## src/rtl/quant_pkg.sv

```systemverilog
// Shared definitions for the quantizer sequencer: FSM states, block/ROM
// sizing and the JPEG zigzag scan table used when QUANT_ZIGZAG_EN is set.
package quant_pkg;

  localparam int unsigned BLK_C  = 64;
  localparam int unsigned ADDR_W = 6;

  typedef enum logic [1:0] {
    ST_IDLE,
    ST_RUN,
    ST_DRAIN
  } state_t;

  // Scan position -> raster ROM address (JPEG zigzag order).
  localparam logic [ADDR_W-1:0] ZZ_TAB [BLK_C] = '{
    6'd0,  6'd1,  6'd8,  6'd16, 6'd9,  6'd2,  6'd3,  6'd10,
    6'd17, 6'd24, 6'd32, 6'd25, 6'd18, 6'd11, 6'd4,  6'd5,
    6'd12, 6'd19, 6'd26, 6'd33, 6'd40, 6'd48, 6'd41, 6'd34,
    6'd27, 6'd20, 6'd13, 6'd6,  6'd7,  6'd14, 6'd21, 6'd28,
    6'd35, 6'd42, 6'd49, 6'd56, 6'd57, 6'd50, 6'd43, 6'd36,
    6'd29, 6'd22, 6'd15, 6'd23, 6'd30, 6'd37, 6'd44, 6'd51,
    6'd58, 6'd59, 6'd52, 6'd45, 6'd38, 6'd31, 6'd39, 6'd46,
    6'd53, 6'd60, 6'd61, 6'd54, 6'd47, 6'd55, 6'd62, 6'd63
  };

  function automatic logic [ADDR_W-1:0] zz_addr(input logic [ADDR_W-1:0] idx);
    return ZZ_TAB[idx];
  endfunction

endpackage

```

## src/rtl/quant_zz_lut.sv

```systemverilog
// Combinational zigzag lookup: scan index in, raster ROM address out.
// Only instantiated when QUANT_ZIGZAG_EN is defined.
module quant_zz_lut
  import quant_pkg::*;
(
  input  logic [ADDR_W-1:0] idx_i,
  output logic [ADDR_W-1:0] addr_o
);

  assign addr_o = zz_addr(idx_i);

endmodule

```

## src/rtl/quant_seq.sv

```systemverilog
// Quantizer sequencer: accepts one 8x8 block of signed DCT coefficients,
// reads a reciprocal quant value from an external 1-cycle ROM per
// coefficient and emits rounded, saturated quantized coefficients two
// cycles after each transfer.
// Optional feature: define QUANT_ZIGZAG_EN to address the ROM in JPEG
// zigzag order instead of raster order.
module quant_seq
  import quant_pkg::*;
#(
  parameter int CW  = 12,
  parameter int BLK = 64
) (
  input  logic                 clk,
  input  logic                 rst_n,
  input  logic                 start,
  input  logic signed [CW-1:0] coef_in,
  input  logic                 coef_valid,
  output logic                 coef_ready,
  output logic [ADDR_W-1:0]    rom_addr,
  input  logic [7:0]           rom_data,
  output logic signed [CW-1:0] q_out,
  output logic                 q_valid,
  output logic                 block_done,
  output logic                 busy
);

  localparam logic signed [CW+1:0] QMAX = (CW+2)'((2 ** (CW-1)) - 1);
  localparam logic signed [CW+1:0] QMIN = (CW+2)'(-(2 ** (CW-1)));

  state_t                 state_q, state_d;
  logic [ADDR_W-1:0]      idx_q, idx_d;
  logic [ADDR_W-1:0]      addr_q, addr_map;
  logic                   xfer;
  logic signed [CW-1:0]   s1_coef_q;
  logic                   s1_valid_q;
  logic signed [CW-1:0]   q_q, q_d;
  logic                   qv_q;
  logic                   done_q, done_d;

  logic signed [CW+8:0]   a_ext, b_ext, prod;
  logic signed [CW+9:0]   rnd;
  logic signed [CW+1:0]   shf;

  assign coef_ready = (state_q == ST_RUN);
  assign xfer       = coef_ready && coef_valid;

`ifdef QUANT_ZIGZAG_EN
  quant_zz_lut u_zz (
    .idx_i  (idx_q),
    .addr_o (addr_map)
  );
`else
  assign addr_map = idx_q;
`endif

  // Address follows idx only on a transfer; otherwise the last value is held.
  assign rom_addr   = xfer ? addr_map : addr_q;

  assign q_out      = q_q;
  assign q_valid    = qv_q;
  assign block_done = done_q;
  assign busy       = (state_q != ST_IDLE);

  // Control state, scan index and held ROM address.
  always_ff @(posedge clk or negedge rst_n) begin
    if (!rst_n) begin
      state_q <= ST_IDLE;
      idx_q   <= '0;
      addr_q  <= '0;
      done_q  <= 1'b0;
    end else begin
      state_q <= state_d;
      idx_q   <= idx_d;
      addr_q  <= rom_addr;
      done_q  <= done_d;
    end
  end

  // Next-state: start in IDLE, count transfers in RUN, wait for last result in DRAIN.
  always_comb begin
    state_d = state_q;
    idx_d   = idx_q;
    done_d  = 1'b0;
    unique case (state_q)
      ST_IDLE: begin
        if (start) begin
          idx_d   = '0;
          state_d = ST_RUN;
        end
      end
      ST_RUN: begin
        if (xfer) begin
          idx_d = idx_q + ADDR_W'(1);
          if (idx_q == ADDR_W'(BLK - 1)) state_d = ST_DRAIN;
        end
      end
      ST_DRAIN: begin
        // The last coefficient sits in stage-1 now; its result and
        // block_done register together on this edge.
        if (s1_valid_q) begin
          done_d  = 1'b1;
          state_d = ST_IDLE;
        end
      end
      default: state_d = ST_IDLE;
    endcase
  end

  // Stage-2 arithmetic: signed product, round-half-up, shift, saturate.
  always_comb begin
    a_ext = (CW+9)'(s1_coef_q);
    b_ext = (CW+9)'($signed({1'b0, rom_data}));
    prod  = a_ext * b_ext;
    rnd   = (CW+10)'(prod) + (CW+10)'(128);
    shf   = (CW+2)'(rnd >>> 8);
    q_d   = CW'(shf);
    if (shf > QMAX)      q_d = CW'(QMAX);
    else if (shf < QMIN) q_d = CW'(QMIN);
  end

  // Two-stage datapath: stage-1 holds the coefficient while the ROM reads.
  always_ff @(posedge clk or negedge rst_n) begin
    if (!rst_n) begin
      s1_coef_q  <= '0;
      s1_valid_q <= 1'b0;
      q_q        <= '0;
      qv_q       <= 1'b0;
    end else begin
      s1_valid_q <= xfer;
      if (xfer) s1_coef_q <= coef_in;
      qv_q <= s1_valid_q;
      if (s1_valid_q) q_q <= q_d;
    end
  end

endmodule

```

## config.mk

```make
export PLATFORM = sky130hd
export DESIGN_NAME = quant_seq
export DESIGN_NICKNAME = d
export VERILOG_FILES = /design/src/rtl/quant_pkg.sv /design/src/rtl/quant_zz_lut.sv /design/src/rtl/quant_seq.sv
export SDC_FILE = /design/constraint.sdc
export NUM_CORES = 1
export LEC_CHECK = 0
export CORE_MARGIN = 1
export CORE_UTILIZATION = 60
export CTS_CLUSTER_SIZE = 10
export DETAILED_ROUTE_END_ITERATION = 12
export PLACE_DENSITY = 0.82
export RECOVER_POWER = 50
export SETUP_SLACK_MARGIN = 0.2
export SLEW_MARGIN = 20
export SYNTH_ARGS = -nofsm -noshare
export SYNTH_HDL_FRONTEND = slang
export SYNTH_SLANG_ARGS = --single-unit
```

## constraint.sdc

```tcl
create_clock -name clk -period 6.4 [get_ports clk]
set_input_delay 0.64 -clock clk [delete_from_list [all_inputs] [get_ports clk]]
set_output_delay 0.64 -clock clk [all_outputs]
set_load 0.005 [all_outputs]
```

# Word level (Yosys, flattened, before mapping)
# Cells that the tools add are included.
totals:
  ff_bits: 41
  in_bits: 24
  output_inout_bits: 22
  elab_cells: 39
classes:
  addsub: 2
  n_mul: 1
  n_lt_le_gt_ge: 2
  eq_ne: 7
  n_mux: 13
  n_reduce_logical: 6
op_table:
  columns: ["op", "n"]
  rows:
  - ["$mux W12", 2]
  - ["$add A21 B9 Y22 const B", 1]
  - ["$mul A12 B9 Y21", 1]
  - ["$mux W6", 3]
  - ["$gt A14 B12 Y1 const B", 1]
  - ["$lt A14 B12 Y1 const B", 1]
  - ["$pmux W6 S2", 1]
  - ["$mux W2", 4]
  - ["$add A6 B1 Y6 const B", 1]
  - ["$eq A6 B6 Y1 const B", 1]
  - ["$pmux W2 S3", 1]
  - ["$ne A2 B1 Y1 const B", 2]
  - ["$ne A2 B2 Y1 const B", 2]
  - ["$reduce_and A4 Y1", 1]
  - ["$reduce_bool A2 Y1", 2]
  - ["$reduce_and A3 Y1", 1]
  - ["$eq A2 B1 Y1 const B", 1]
  - ["$eq A2 B2 Y1 const B", 1]
  - ["$logic_not A2 Y1", 1]
  - ["$mux W1", 2]
  - ["$logic_and A1 B1 Y1", 1]

# Longest topological paths before layout
# Gate-level depths: netlist (run 1).
depth:
  ltp_word: 5
  ltp_mapped: 20

# Worst setup path after synthesis (run 1)
# Ideal clock, no wire load.
synth_timing:
  kind: "in2reg"
  startpoint: "input rom_data[0]"
  endpoint: "register q_q[3], in the netlist q_out[3]"
  setup_time_ns: 0.103
  arrival_time_ns: 5.537
  t_required_ns: 6.297
  slack_ns: 0.760
  cell_stages: 18
  path_cell_list: "clkbuf_1 -> nand2_1 -> inv_1 -> fa_1 -> fa_1 -> inv_1 -> fa_1 -> inv_1 -> fa_1 -> ha_1 -> ha_1 -> and3_1 -> and2_1 -> a221oi_1 -> o31ai_2 -> xor2_1 -> a211oi_1 -> o41ai_2"
synth_via:
  elab_chain_len: 5
  word_cells_on_any_way: 6
synth_lines:
  columns: ["element", "line", "source"]
  rows:
  - ["start: declaration", "quant_seq.sv:20", "input logic [7:0] rom_data,"]
  - ["$mul A12 B9 Y21 (*)", "quant_seq.sv:113", "prod = a_ext * b_ext;"]
  - ["$add A21 B9 Y22 (*)", "quant_seq.sv:114", "rnd = (CW+10)'(prod) + (CW+10)'(128);"]
  - ["$lt A14 B12 Y1", "quant_seq.sv:118", "else if (shf < QMIN) q_d = CW'(QMIN);"]
  - ["$mux W12", "quant_seq.sv:118", null]
  - ["$mux W12 (*)", "quant_seq.sv:117", "if (shf > QMAX) q_d = CW'(QMAX);"]
  - ["end signal: assignment", "quant_seq.sv:132", "if (s1_valid_q) q_q <= q_d;"]
  - ["end: declaration", "quant_seq.sv:36", "logic signed [CW-1:0] q_q, q_d;"]
# Mark *: on every way between the ends. The rest lies on a longest branch, timed or not.
# A chain may end at the register's enable or synchronous reset.

# Worst setup path after layout (run 1)
# Same ends and word-level chain as after synthesis.

==> results of run 1 <==
==> synth_stat cells (all sizes together), types with 9 or more instances <==
cell | n | area share
and2 | 52 | 0.061
nand2 | 122 | 0.086
clkbuf | 18 | 0.013
inv | 83 | 0.058
xnor2 | 9 | 0.015
ha | 53 | 0.12
xor2 | 9 | 0.015
a21oi | 20 | 0.019
dfrtp | 41 | 0.19
fa | 80 | 0.30
a21o | 10 | 0.014
nor2 | 12 | 0.0084
a32oi | 10 | 0.020
==> cell families (layout without fill, tap and decap cells) <==
| group | after synthesis | count (layout) | synth area share |
|---|---|---|---|
| AOI/OAI and AO/OA | 66 | 66 | 0.09282 |
| adders and majority gates | 133 | 133 | 0.4221 |
| and+or+nand+nor | 215 | 215 | 0.1924 |
| buffers and inverters | 103 | 154 | 0.07206 |
| DFF | 41 | 41 | 0.1912 |
| xor gates and xnor gates | 18 | 18 | 0.02939 |
==> cell type report <==
type,count,area [um2],share of cell area
Multi-Input combinational cell,432,3988,0.6463
Sequential cell,41,1026,0.1663
Timing Repair Buffer,63,589.3,0.09552
Inverter,83,311.5,0.05050
Tap cell,108,135.1,0.02190
Clock buffer,6,82.58,0.01338
Clock inverter,2,37.54,0.006084
==> metal layers <==
layer,vias up,GRT usage,share of wire
met1,2063,0.3292,0.41
met2,108,0.4759,0.53
li1,1925,-,-
met3,30,0.03678,0.042
met4,0,0.09314,0.027
met5,-,0,0
==> cells in the final DEF (no fill, tap or decap), types with 10 or more instances in the layout <==
cell             count
nand2_1            121
inv_1               83
fa_1                80
ha_1                53
and2_1              52
dfrtp_1             41
clkdlybuf4s50_1     32
a21oi_1             19
buf_4               18
nor2_1              12
a21o_1              10
==> registers in the layout, indices dropped and copies added (netlist names) <==
name        count
q_out          12
s1_coef_q      12
addr_map        6
addr_q          6
state_q         2
block_done      1
q_valid         1
s1_valid_q      1
==> worst max-delay path, stage by stage <==
cell and delay (ps):
clkdlybuf4s50_1 550, buf_4 200, nand2_1 80, fa_1 490, inv_1 50, fa_1 510, fa_1 460, fa_1 500
ha_1 300, ha_1 300, inv_1 80, or4_4 560, a32oi_4 390, and4_2 330, o21a_2 240, a211oi_1 90
o41ai_2 310
==> worst min path at each step <==
stage	start	endpoint	slack [ps]	cells past startpoint
3_5_place_dp	addr_q[4]$_DFF_PN0_	addr_q[4]$_DFF_PN0_	460	2
5_1_grt	addr_q[0]$_DFF_PN0_	addr_q[0]$_DFF_PN0_	500	2
4_1_cts	addr_q[4]$_DFF_PN0_	addr_q[4]$_DFF_PN0_	480	2
2_1_floorplan	rst_n	addr_map[0]$_DFFE_PN0P_	340	0
6_report	addr_q[1]$_DFF_PN0_	addr_q[1]$_DFF_PN0_	480	2
3_3_place_gp	state_q[0]$_DFFE_PN0P_	block_done$_DFF_PN0_	450	1
==> metrics by stage <==
step	instance area (um2)	worst slack [ps]
6_report	6170	499.0
5_1_grt	6170	250.1
4_1_cts	6103	285.6
3_5_place_dp	5983	-36.60
3_3_place_gp	5983	135.2
2_1_floorplan	5365	759.7
==> timing repair <==
| action | CTS | global route |
|---|---|---|
| setup buffers | 0 | 3 |
| setup endpoints to repair | 0 | 12 |
| hold buffers | 0 | 0 |
| gates resized for setup | 0 | 10 |
==> metrics.txt, run 1 <==
Starting Density=0.6182; Die ar.=0.009324 mm2; CTS tree=yes; FF-to-FF path depth=17; Reg-to-Reg End=q_out[3]$_DFFE_PN0P_; area of the mapped netlist=0.005365 mm2; Die Y-Extent=96.56 um; Clock Sink Count=41; antenna diode count=0; final clock skew=between 10 and 15 ps; Top FF cell, synth=dfrtp_1; drt wl/cell=about 16 um; failing checks=design-rule violations, max-capacitance violations, max-slew violations; Final Critical Period=5901 ps; register bit total from synthesis=roughly 40; WHS=482.6 ps; gr usage total=0.2663; Arr. time, crit path=6100 ps; worst setup path startpoint=rom_data[0]; Via density=5.614; Total Wirelength=roughly 12000 um; worst-case clock buffer depth=2; reg-to-reg startpoint=s1_coef_q[4]$_DFFE_PN0P_; Final Slew Violations=42; Max Cap Viol=1; DRT antenna net count=0; RSZ-0062 raised after global routing=no; CP Capture Type=flop; Final Core Density=0.7109; Worst slew margin=-0.4719; Final #Nets=just under 800; number of synthesized flops with an enable pin=0; synthesis warning total=0; R2R setup slack=690 ps; Async S/R FF share, synth=1.000; # H-tree levels=2; DR pass1 iterations=8; first-pass GRT wire length=18920 um; Setup-failing EPs final=0; pin count of the biggest net entering global routing=42; worst hold path class=flop to flop; core area=about 0.0087 mm2; DPL Wire Length=9584 um; startpoint class of the critical path=primary input; post-synthesis area per instance=9.314 um2; DR iter-0 viols=201; TritonCTS Buffers=5; Syn Inst Count=approximately 580; vias in the first global route=~4100; synth unique cells=49; FP Rows=34; share of layout cells above drive strength 1=0.06858; num ports=46; IO buf count=between 40 and 50; # DRC=1; Cells after DPL=724; Layout area overhead=15.00%; total gr overflow=0; highest clock rate=approximately 170 MHz; Worst-Margin Slew=around 2200 ps; CP Class=primary input to flop; via count=4126; Skew-Pair Late Insertion Delay=300 ps; root buffer cell=clkbuf_8; Critical Path RT=6600 ps; Hold Vio Cnt, Final=0; die width=96.56 um; Post-Layout Cell Count=735; Worst Path Max Fanout=9; initial antenna violation count=0; period utilization=0.9220; Placer Congestion=0.8778; Seq/Total Area, Yosys=0.1912; Fillers=about 680; Synthesized Nets=733; Worst-path clk slew=80 ps; Setup TNS Final=0 ps; outcome=complete, but fails checks; worst setup path endpoint=q_out[3]$_DFFE_PN0P_
Power of run 1 is not shown: default switching activity piles up to over one toggle a cycle in this logic, so the estimate is an artifact.
==> run 2, diff against run 1 <==
- REMOVE_ABC_BUFFERS: not set -> 1
==> run 2 against run 1 <==
Net effect:
- the flow finishes with violations (max-capacitance violations, max-slew violations)
- hold slack lost 3.3 ps
- clock-buffer cell count is the same
- via count shrank 0.63%
- flip-flop and latch count is the same
- core utilization grew 0.42 points
- design area grew 0.59%
- non-clock buffer count grew 1
- largest cell class unchanged
==> metrics.txt, run 2 (synthesized netlist as in run 1, its figures left out) <==
outcome=complete, but fails checks (unchanged); failing checks=max-capacitance violations, max-slew violations (was design-rule violations, max-capacitance violations, max-slew violations); DRT antenna net count=0 (unchanged); CP Capture Type=flop (unchanged); first-pass GRT wire length=19760 um (was 18920 um); initial antenna violation count=0 (unchanged); # DRC=0 (was 1); # H-tree levels=2 (unchanged); DR iter-0 viols=160 (was 201); FP Rows=34 (unchanged); final clock skew=5.793 ps (was 11.14 ps); Final Slew Violations=42 (unchanged); drt wl/cell=16.26 um (was 16.10 um); startpoint class of the critical path=primary input (unchanged); Max stage delay cell, worst path=fa_1 (was or4_4); TritonCTS Buffers=5 (unchanged); Final Critical Period=5946 ps (was 5901 ps); gr usage total=0.2792 (was 0.2663); Final Core Density=0.7151 (was 0.7109); IO buf count=45 (unchanged); Max Cap Viol=1 (unchanged); root buffer cell=clkbuf_8 (unchanged); DR pass1 iterations=4 (was 8); Crit path largest cell delay=550 ps (was 560 ps); die width=96.56 um (unchanged); Placer Congestion=0.9032 (was 0.8778); pin count of the biggest net entering global routing=42 (unchanged); total gr overflow=0 (unchanged); DPL Wire Length=9606 um (was 9584 um); crit-path leading delay family=adder cells (unchanged); share of layout cells above drive strength 1=0.07484 (was 0.06858); most common cell after layout, fill and taps aside=nand2_1 (unchanged); worst path bufs/invs=4 (unchanged); Die Y-Extent=96.56 um (unchanged); Starting Density=0.6182 (unchanged); Clock Sink Count=41 (unchanged); Layout area overhead=15.67% (was 15.00%); worst-case clock buffer depth=2 (unchanged); most frequent cells in the layout=nand2_1, inv_1, fa_1 (unchanged); period utilization=0.9291 (was 0.9220); RSZ-0062 raised after global routing=no (unchanged); cell repeated most along the worst path=fa_1 (unchanged); Critical Path RT=6570 ps (was 6600 ps); num ports=46 (unchanged); Worst-Margin Slew=2208 ps (about the same); Skew-Pair Late Insertion Delay=300 ps (about the same); vias in the first global route=4214 (was 4114); highest clock rate=168.2 MHz (was 169.5 MHz); worst hold path class=flop to flop (unchanged); Total Wirelength=11970 um (was 11830 um); CTS tree=yes (unchanged); Die ar.=0.009324 mm2 (unchanged); via count=4100 (was 4126); Worst slew margin=-0.4720 (was -0.4719); CP Cell Sequence=clkdlybuf4s50_1 > and2_1 > fa_1 > fa_1 > inv_1 > fa_1 > inv_1 > fa_1 > fa_1 > ha_1 > nand4b_1 > or4_4 > a32oi_4 > and4_4 > nor3_4 > buf_12 > o21ai_4 > a32oi_1 (was clkdlybuf4s50_1 > buf_4 > nand2_1 > fa_1 > inv_1 > fa_1 > fa_1 > fa_1 > ha_1 > ha_1 > inv_1 > or4_4 > a32oi_4 > and4_2 > o21a_2 > a211oi_1 > o41ai_2); CP Class=primary input to flop (unchanged); Setup-failing EPs final=0 (unchanged); Arr. time, crit path=6120 ps (was 6100 ps); Hold-fix buffers, CTS=0 (unchanged); Worst Path Max Fanout=9 (unchanged); Worst-path clk slew=90 ps (was 80 ps); Final #Nets=784 (was 783); core area=0.008678 mm2 (unchanged); Hold Vio Cnt, Final=0 (unchanged); Via density=5.571 (was 5.614); antenna diode count=0 (unchanged)
[run 2: area by class of cell]
class | instances | area [um2]
multi-input combinational | 432 | 4013
fill | 643 | 2472
clock inverter | 2 | 38.79
inverter | 83 | 311.5
tap | 108 | 135.1
clock buffer | 6 | 72.57
timing repair buffer | 64 | 609.3
sequential | 41 | 1026
[run 2: final timing paths]
path                                            end                      from  depth (start not counted)  slack [ps]
hold reg to reg                 addr_q[2]$_DFF_PN0_       addr_q[2]$_DFF_PN0_                          2         480
min in group asynchronous  s1_coef_q[4]$_DFFE_PN0P_                     rst_n                          1         980
max in group asynchronous  s1_coef_q[7]$_DFFE_PN0P_                     rst_n                          1        4160
setup / recovery               q_out[7]$_DFFE_PN0P_               rom_data[4]                         18         450
hold / removal                  addr_q[2]$_DFF_PN0_       addr_q[2]$_DFF_PN0_                          2         480
setup reg to reg               q_out[7]$_DFFE_PN0P_  s1_coef_q[4]$_DFFE_PN0P_                         18         630
[run 2: metrics by stage]
step           worst slack, ps  std cells  setup TNS [ps]  cell area (um2)  hold WS [ps]
6_report                 453.8        736               0             6206         479.3
5_1_grt                  246.5        736               0             6206         504.2
4_1_cts                  225.5        732               0             6095         479.9
3_5_place_dp            -75.08        724          -116.8             5983         457.9
3_3_place_gp             100.8        724               0             5983         454.6
2_1_floorplan             1028        556               0             5290         344.4
[run 2: worst register-to-register path, delay by kind of cell, from the launching register on]
family	cells	cell delay (ps)
flip-flops	1	550
AO/OA/AOI/OAI	3	790
buffers and inverters	4	300
AND/OR/NAND/NOR	5	1150
adder cells (fa/ha/maj)	6	2860
[run 2: per-layer routing]
metal	GRT usage	routed length [um]	vias up
met1	0.3782	5207	2052
met2	0.4853	6076	110
met5	0	0	-
met4	0.06005	123	0
met3	0.03052	561	12
li1	-	-	1926
[run 2: repair_timing]
item,4_1_cts,5_1_grt
buffers inserted,0,4
setup endpoints to repair,0,12
resized for setup,0,14
Power of run 2 is left out for the same reason.
==> run 3, diff against run 2 <==
- CORE_UTILIZATION: 60 -> 61
- CTS_BUF_LIST: not set -> sky130_fd_sc_hd__clkbuf_8
- PLACE_DENSITY: 0.82 -> 0.83
==> run 3 against run 2 <==
Net effect:
- the run still ends with max-capacitance violations, max-slew violations left
- hold slack got worse by 3.6 ps
- worst setup slack got worse by 190 ps
- routed wire length increased by 3.5%
- register-to-register slack lost 130 ps
- design area fell by 0.69%
- non-clock buffer count unchanged
- die area shrank 1.6%
- sequential share of layout area increased by 0.11 points
- cell count is 0.41% lower
==> metrics.txt, run 3 (synthesized netlist as in run 1, its figures left out) <==
outcome=complete, but fails checks (unchanged); failing checks=max-capacitance violations, max-slew violations (unchanged); DR iter-0 viols=166 (was 160); drt wl/cell=16.90 um (was 16.26 um); most common cell after layout, fill and taps aside=nand2_1 (unchanged); WHS=475.7 ps (was 479.3 ps); Arr. time, crit path=6300 ps (was 6120 ps); Worst-path clk slew=90 ps (about the same); Final Core Density=0.7353 (was 0.7151); Final Slew Violations=42 (unchanged); Fillers=619 (was 643); Total Wirelength=12390 um (was 11970 um); gr usage total=0.2962 (was 0.2792); initial antenna violation count=0 (unchanged); Die ar.=0.009175 mm2 (was 0.009324 mm2); Setup-failing EPs final=0 (unchanged); Layout area overhead=14.88% (was 15.67%); Worst-Margin Slew=2178 ps (was 2208 ps); DPL Wire Length=9748 um (was 9606 um); # H-tree levels=2 (unchanged); die width=95.79 um (was 96.56 um); Setup TNS Final=0 ps (unchanged); Hold Crit Depth=2 (unchanged); share of layout cells above drive strength 1=0.07803 (was 0.07484); TritonCTS Buffers=5 (unchanged); Starting Density=0.6401 (was 0.6182); Worst slew margin=-0.4517 (was -0.4720); RSZ-0062 raised after global routing=yes (was no); most frequent cells in the layout=nand2_1, inv_1, fa_1 (unchanged); startpoint class of the critical path=primary input (unchanged); Clock Sink Count=41 (unchanged); Final Critical Period=6136 ps (was 5946 ps); CP Cell Sequence=clkdlybuf4s50_1 > and2_1 > fa_1 > inv_1 > fa_1 > inv_1 > fa_1 > fa_1 > ha_1 > ha_1 > a21oi_1 > o21bai_1 > a221oi_1 > o31ai_2 > xor2_2 > buf_4 > a211oi_1 > o41ai_2 (was clkdlybuf4s50_1 > and2_1 > fa_1 > fa_1 > inv_1 > fa_1 > inv_1 > fa_1 > fa_1 > ha_1 > nand4b_1 > or4_4 > a32oi_4 > and4_4 > nor3_4 > buf_12 > o21ai_4 > a32oi_1); core area=0.008382 mm2 (was 0.008678 mm2); Final #Nets=784 (unchanged); root buffer cell=clkbuf_8 (unchanged); Critical Path RT=6560 ps (was 6570 ps); FF-to-FF path depth=17 (was 18); post-place setup slack=-66.66 ps (was -75.08 ps); Crit path depth=18 (unchanged); highest clock rate=163.0 MHz (was 168.2 MHz); IO buf count=45 (unchanged); worst setup path startpoint=rom_data[1] (was rom_data[4]); Hold Vio Cnt, Final=0 (unchanged); Die Y-Extent=95.79 um (was 96.56 um); FP Rows=33 (was 34); pin count of the biggest net entering global routing=42 (unchanged); total gr overflow=0 (unchanged); Placer Congestion=0.8576 (was 0.9032); num ports=46 (unchanged); Via density=5.683 (was 5.571); worst setup path endpoint=q_out[3]$_DFFE_PN0P_ (was q_out[7]$_DFFE_PN0P_); DR pass1 iterations=4 (unchanged); first-pass GRT wire length=20510 um (was 19760 um); DRT antenna net count=0 (unchanged); R2R setup slack=500 ps (was 630 ps); antenna diode count=0 (unchanged); crit-path leading delay family=adder cells (unchanged); Skew-Pair Late Insertion Delay=300 ps (about the same); Reg-to-Reg End=q_out[3]$_DFFE_PN0P_ (was q_out[7]$_DFFE_PN0P_); CP Class=primary input to flop (unchanged); Max stage delay cell, worst path=fa_1 (unchanged); CP Capture Type=flop (unchanged); # DRC=0 (unchanged); Crit path largest cell delay=600 ps (was 550 ps); final clock skew=10.13 ps (was 5.793 ps); via count=4166 (was 4100); Setup WS post-layout=263.6 ps (was 453.8 ps); period utilization=0.9588 (was 0.9291); Worst Path Max Fanout=5 (was 9); worst hold path class=flop to flop (unchanged); worst path bufs/invs=4 (unchanged); worst-case clock buffer depth=2 (unchanged); Max Cap Viol=1 (unchanged); reg-to-reg startpoint=s1_coef_q[11]$_DFFE_PN0P_ (was s1_coef_q[4]$_DFFE_PN0P_); CTS tree=yes (unchanged); cell repeated most along the worst path=fa_1 (unchanged); vias in the first global route=4319 (was 4214)
==> run 3: cell count changes in the layout (fill, tap and decap cells not counted), sizes merged <==
cell | previous run | this run
bufinv | 1 | 0
clkbuf | 7 | 6
inv | 83 | 84
clkinvlp | 0 | 1
==> run 3: layout make-up <==
type | count | area, um2 | share of cell area
clock buffers | 5 | 68.82 | 0.01117
repair buffers | 64 | 596.8 | 0.09683
flip-flops and latches | 41 | 1026 | 0.1665
multi-input cells | 432 | 4008 | 0.6502
well taps | 105 | 131.4 | 0.02132
inverters | 83 | 311.5 | 0.05055
clock inverters | 3 | 21.27 | 0.003451
==> run 3: routing by layer <==
layer | wire, um | up-vias | GRT usage | share of wire
li1 | - | 1929 | - | -
met3 | 873 | 23 | 0.05450 | 0.070
met1 | 5185 | 2055 | 0.3971 | 0.42
met4 | 234 | 0 | 0.08582 | 0.019
met2 | 6093 | 159 | 0.4940 | 0.49
met5 | 0 | - | 0 | 0
==> run 3: how the worst min path moves through the flow <==
stage / end / slack, ps / start
finish: addr_q[2]$_DFF_PN0_ / 480 / addr_q[2]$_DFF_PN0_
CTS: addr_q[4]$_DFF_PN0_ / 480 / rst_n
global route: addr_q[4]$_DFF_PN0_ / 500 / addr_q[4]$_DFF_PN0_
global placement: addr_q[2]$_DFF_PN0_ / 450 / addr_q[2]$_DFF_PN0_
detailed placement: addr_q[2]$_DFF_PN0_ / 460 / addr_q[2]$_DFF_PN0_
floorplan: addr_map[0]$_DFFE_PN0P_ / 340 / rst_n
==> run 3: what timing repair did <==
action | CTS | global route
hold buffers | 0 | 0
buffers inserted | 0 | 5
resized for setup | 0 | 15
setup endpoints to repair | 0 | 12
==> run 3: worst register-to-register path: stages (launching register included) <==
cell	delay, ps
dfrtp_1	530
and2_1	270
fa_1	620
inv_1	180
fa_1	570
inv_1	50
fa_1	480
fa_1	530
ha_1	320
ha_1	370
a21oi_1	260
o21bai_1	130
a221oi_1	420
o31ai_2	160
xor2_2	190
buf_4	170
a211oi_1	360
o41ai_2	130
==> run 3: through the flow <==
| stage | area (um2) | cells |
|---|---|---|
| floorplan | 5290 | 556 |
| finish | 6163 | 733 |
| CTS | 6062 | 728 |
| detailed placement | 5972 | 720 |
| global route | 6163 | 733 |
| global placement | 5972 | 720 |
Power of run 3 is left out for the same reason.
